`src/rtl/nv_ram_rwsp_rd_ctrl.sv`:
```
// rtl/nv_ram_rwsp_rd_ctrl.sv - burst read controller for a two-stage registered RAM
module nv_ram_rwsp_rd_ctrl #(
  parameter int DEPTH = 245,
  parameter int WIDTH = 514,
  parameter int AW    = 8
) (
  input  logic             clk,
  input  logic             reset,
  input  logic             req_valid,
  output logic             req_ready,
  input  logic [AW-1:0]    req_addr,
  input  logic [AW-1:0]    req_len,
  output logic [AW-1:0]    rd_ra,
  output logic             rd_re,
  output logic             rd_ore,
  input  logic [WIDTH-1:0] rd_dout,
  output logic             out_valid,
  input  logic             out_ready,
  output logic [WIDTH-1:0] out_data,
  output logic             out_last,
  output logic             req_err,
  output logic             busy
);

  typedef enum logic [1:0] {IDLE, RUN, DRAIN} state_t;

  // Remaining count needs one extra bit: a full-depth burst holds DEPTH itself.
  localparam logic [AW:0]   DEPTH_C   = (AW+1)'(DEPTH);
  localparam logic [AW-1:0] LAST_ADDR = AW'(DEPTH - 1);

  state_t        state, state_nxt;
  logic [AW-1:0] addr_q;
  logic [AW:0]   rem_q;
  logic          s1_v, s1_last, s2_v, s2_last, err_q;
  logic          accept, addr_ok, issue_last, beat_done;
  logic [AW:0]   len_ext, burst_cnt;

  assign accept     = req_valid & req_ready;
  assign addr_ok    = ({1'b0, req_addr} < DEPTH_C);
  assign len_ext    = {1'b0, req_len};
  assign burst_cnt  = (len_ext >= DEPTH_C - 1'b1) ? DEPTH_C : len_ext + 1'b1;
  assign issue_last = (rem_q == (AW+1)'(1));
  assign beat_done  = out_valid & out_ready & out_last;

  assign out_valid = s2_v;
  assign out_data  = rd_dout;
  assign out_last  = s2_v & s2_last;
  assign rd_ra     = addr_q;
  assign req_err   = err_q;

  // State register
  always_ff @(posedge clk or posedge reset) begin
    if (reset) state <= IDLE;
    else       state <= state_nxt;
  end

  // Next-state: RUN while issuing, DRAIN until the last beat leaves
  always_comb begin
    state_nxt = state;
    case (state)
      IDLE:    if (accept && addr_ok)     state_nxt = RUN;
      RUN:     if (rd_re && issue_last)   state_nxt = DRAIN;
      DRAIN:   if (beat_done)             state_nxt = IDLE;
      default:                            state_nxt = IDLE;
    endcase
  end

  // Outputs: output register advances when s2 is free or draining; address stage refills behind it
  always_comb begin
    req_ready = (state == IDLE);
    busy      = (state != IDLE);
    rd_ore    = s1_v & (~s2_v | out_ready);
    rd_re     = (state == RUN) & (~s1_v | rd_ore);
  end

  // Address/count registers, error pulse and the two pipeline stage flags
  always_ff @(posedge clk or posedge reset) begin
    if (reset) begin
      addr_q  <= '0;
      rem_q   <= '0;
      err_q   <= 1'b0;
      s1_v    <= 1'b0;
      s1_last <= 1'b0;
      s2_v    <= 1'b0;
      s2_last <= 1'b0;
    end else begin
      err_q <= accept & ~addr_ok;
      if (accept && addr_ok) begin
        addr_q <= req_addr;
        rem_q  <= burst_cnt;
      end else if (rd_re) begin
        addr_q <= (addr_q == LAST_ADDR) ? '0 : addr_q + 1'b1;
        rem_q  <= rem_q - 1'b1;
      end
      if (rd_re) begin
        s1_v    <= 1'b1;
        s1_last <= issue_last;
      end else if (rd_ore) begin
        s1_v    <= 1'b0;
      end
      if (rd_ore) begin
        s2_v    <= 1'b1;
        s2_last <= s1_last;
      end else if (out_ready) begin
        s2_v    <= 1'b0;
      end
    end
  end

endmodule

```
`config.mk`:
```
export PLATFORM = sky130hd
export DESIGN_NAME = nv_ram_rwsp_rd_ctrl
export DESIGN_NICKNAME = d
export VERILOG_FILES = /design/src/rtl/nv_ram_rwsp_rd_ctrl.sv
export SDC_FILE = /design/constraint.sdc
export NUM_CORES = 1
export LEC_CHECK = 0
export BUFFER_PORTS_ARGS = -buffer_cell sky130_fd_sc_hd__buf_4
export CAP_MARGIN = 20
export CORE_AREA = 2 2 410 412
export DETAILED_ROUTE_END_ITERATION = 10
export DIE_AREA = 0 0 412 414
export SETUP_SLACK_MARGIN = 0.02
export SLEW_MARGIN = 20
export SYNTH_ARGS = -nofsm -noshare
export SYNTH_HDL_FRONTEND = slang
export SYNTH_SLANG_ARGS = --single-unit
```
`constraint.sdc`:
```
create_clock -name clk -period 2.1 [get_ports clk]
set_clock_uncertainty 0.2 [all_clocks]
set_input_delay 0.105 -clock clk [delete_from_list [all_inputs] [get_ports clk]]
set_output_delay 0.105 -clock clk [all_outputs]
set_load 0.005 [all_outputs]
```
==> results.cfg <==
[final_layout]
nets = 763
syn_to_final_growth_pct = -11.0
antennaDiodeCount = 0
layout-drive-gt1-share_pct = 26.2

[clock_tree]
clk_pin_slew_ns = 0.06
clock_latency_ns = 0.26
cts_htree_levels = 1
cts_root_buf = clkbuf_16
clock_sinks = 24
cts_tree = built
cts_buffers = 3
clk_path_buf_depth = 2

[sta]
min_period_over_period_pct = 94.4
setup_tns_ns = 0
final_hold_viol_count = 0
period_needed_ns = 1.98
layout_setup_ws_ns = 0.118
setup_viol_count_final = 0
slew_headroom_pct = 69.4
fmax_mhz = 505
tightest_slew_ns = 0.452
rsz0062_at_grt = no
slew_viol_final = 0

[routing]
routed_wl_um = 92800
wl_met3_um = 39700
remaining_drc_errors = 0
highest_layer = met5
met2RoutedLength_um = 43500
drt-initial-drc-count = 175
via_per_inst = 1.07
vias = 2594
wl_met1_um = 7720
avgRoutedWirePerCell_um = 38.3
first_pass_iters = 4
ant_nets = 0

[critical_path]
cp_max_fo = 9
cp_slowest_cell = dlygate4sd3_1
path_cells = dlygate4sd3_1, buf_4, nor4b_1, a22oi_2, buf_4, a32o_1, nand3_1
worstPathRequired_ns = 2.10
path_buf_inv = 3
path_delay_family = buffers and inverters
cp-end-kind = register
critPathKind = input pin to register
cp_slowest_stage_delay_ns = 0.54
crit_top_cell = buf_4
worst-r2r-cell-count = 5
start_kind = input pin
worstPathArrival_ns = 1.98
crit_cells = 7

[floorplanning]
rows = 150
start_util_pct = 3.26
dieArea_um2 = 171000
die_x_um = 412
die_h_um = 414
ioPinCount = 1063
core_um2 = 166000

[logic_synthesis]
synth_cells = 682
syn_area_um2 = 5430
synth_ff_type = dfrtp_1
syn_nets = 1222
ys_types = 48
syn_area_per_cell_um2 = 7.96
ys_ff_latch = 24
ys_warn_count = 0
ys_seq_area_share_pct = 11.1
synth-edff-count = 0
async_flop_share_pct = 100

[placed_design]
port_buffers = 34
gp_congestion = 0.892
dp_slack_ns = 0.152
dp_hpwl_um = 90300

[hold_path]
hold_depth = 0
worstHoldPathType = input pin to primary output

[grt]
track_usage_pct = 10.4
grt_pass1_wl_um = 99000
grt_pass1_vias = 2455
grt.overflow.total = 0
antenna_found_initial = 2
grt_max_degree = 25

[pwr]
power_leakage_nw = 0.946
cellPowerDensity_nw_per_um2 = 512
ir_drop_v = 0.000253

[outcome]
status = finished clean

[job]
cap_viol_max_count = 0
## layout by cell type (no fill, tap or decap), types with 3 or more instances in the layout
cell type,instances
xor2_1,7
a22oi_1,3
nand2_1,6
inv_1,12
a21oi_1,8
dfrtp_1,24
nand4_1,6
ha_1,6
nand3_1,8
o21ai_0,6
nor3_1,4
and3_1,5
nor2_1,13
clkbuf_16,3
dlygate4sd3_1,14
buf_4,43
a31oi_1,5
xnor2_1,3
nand2b_1,3
## report_power, final
part | internal [mW] | total [mW] | switching [mW]
clock network | 0.252 | 0.414 | 0.162
registers | 0.635 | 0.847 | 0.213
logic | 0.598 | 1.21 | 0.611
total | 1.49 | 2.47 | 0.986
## metrics by stage
stage | util [%] | hold WS, ns | instance area, um2 | instances | total power, mW
6_report | 2.90 | 0.0100 | 4830 | 2425 | 2.47
3_3_place_gp | 2.77 | -0.0181 | 4600 | 2407 | 2.03
3_5_place_dp | 2.77 | -0.0147 | 4600 | 2407 | 2.03
4_1_cts | 2.90 | 0.0100 | 4820 | 2424 | 2.47
5_1_grt | 2.90 | 0.0100 | 4830 | 2425 | 2.66
2_1_floorplan | - | -0.0804 | 5430 | 682 | 2.31
## per-layer routing
metal  global-route usage (%)  vias up
met5                        0        -
met4                     2.06        2
met3                     21.0       94
met2                     17.3      818
met1                     2.46      950
li1                         -      730
## path summary, 6_finish.rpt
kind	to	slack, ns	start
max	rem_q[2]$_DFFE_PP0P_	0.12	req_addr[3]
min	out_data[129]	0.01	rd_dout[129]
max reg2reg	rem_q[2]$_DFFE_PP0P_	0.20	state[1]$_DFFE_PP0P_
min reg2reg	out_valid$_DFFE_PP0P_	0.28	s1_v$_DFFE_PP0P_
max in group asynchronous	state[1]$_DFFE_PP0P_	1.20	reset
min in group asynchronous	state[0]$_DFFE_PP0P_	0.26	reset
## cells by family after synthesis
kind of cell    count (synthesis)  synth area share, %
mux                             1                0.208
flops                          24                 11.1
buf+inv                       533                 72.7
xor+xnor                       10                 1.61
compound gates                 43                 5.60
fa+ha+maj                       6                 1.38
simple gates                   65                 7.45
## Yosys cell counts, types with 3 or more instances
| master | n | share of area (%) |
|---|---|---|
| buf_4 | 515 | 71 |
| dfrtp_1 | 24 | 11 |
| nor2_1 | 13 | 0.90 |
| inv_1 | 12 | 0.83 |
| a21oi_1 | 9 | 0.83 |
| nand3_1 | 8 | 0.74 |
| o21ai_0 | 7 | 0.65 |
| xor2_1 | 7 | 1.1 |
| ha_1 | 6 | 1.4 |
| nand2_1 | 6 | 0.42 |
| nand4_1 | 6 | 0.69 |
| a31oi_1 | 5 | 0.58 |
| and3_1 | 5 | 0.58 |
| nor3_1 | 4 | 0.37 |
| a22oi_1 | 3 | 0.42 |
| clkbuf_1 | 3 | 0.21 |
| nand2b_1 | 3 | 0.35 |
| xnor2_1 | 3 | 0.48 |
## area by class of cell
| class | count | area (um2) |
|---|---|---|
| Clock buffer | 3 | 75.1 |
| Tap cell | 2204 | 2760 |
| Fill cell | 20000 | 161000 |
| Timing Repair Buffer | 57 | 463 |
| Multi-Input combinational cell | 125 | 887 |
| Sequential cell | 24 | 601 |
| Inverter | 12 | 45.0 |
## what timing repair did
action	CTS	global route
buffers inserted	0	1
setup endpoints to repair	0	11
resized for setup	0	3
hold buffers	14	0
hold endpoints to repair	37	0
## sequential cells by signal (all words and copies together), names as in the netlist
register   cells
rem_q          9
rd_ra          8
state          2
out_valid      1
req_err        1
s1_last        1
s1_v           1
s2_last        1
No activity file was read; power rests on OpenSTA's default activity.
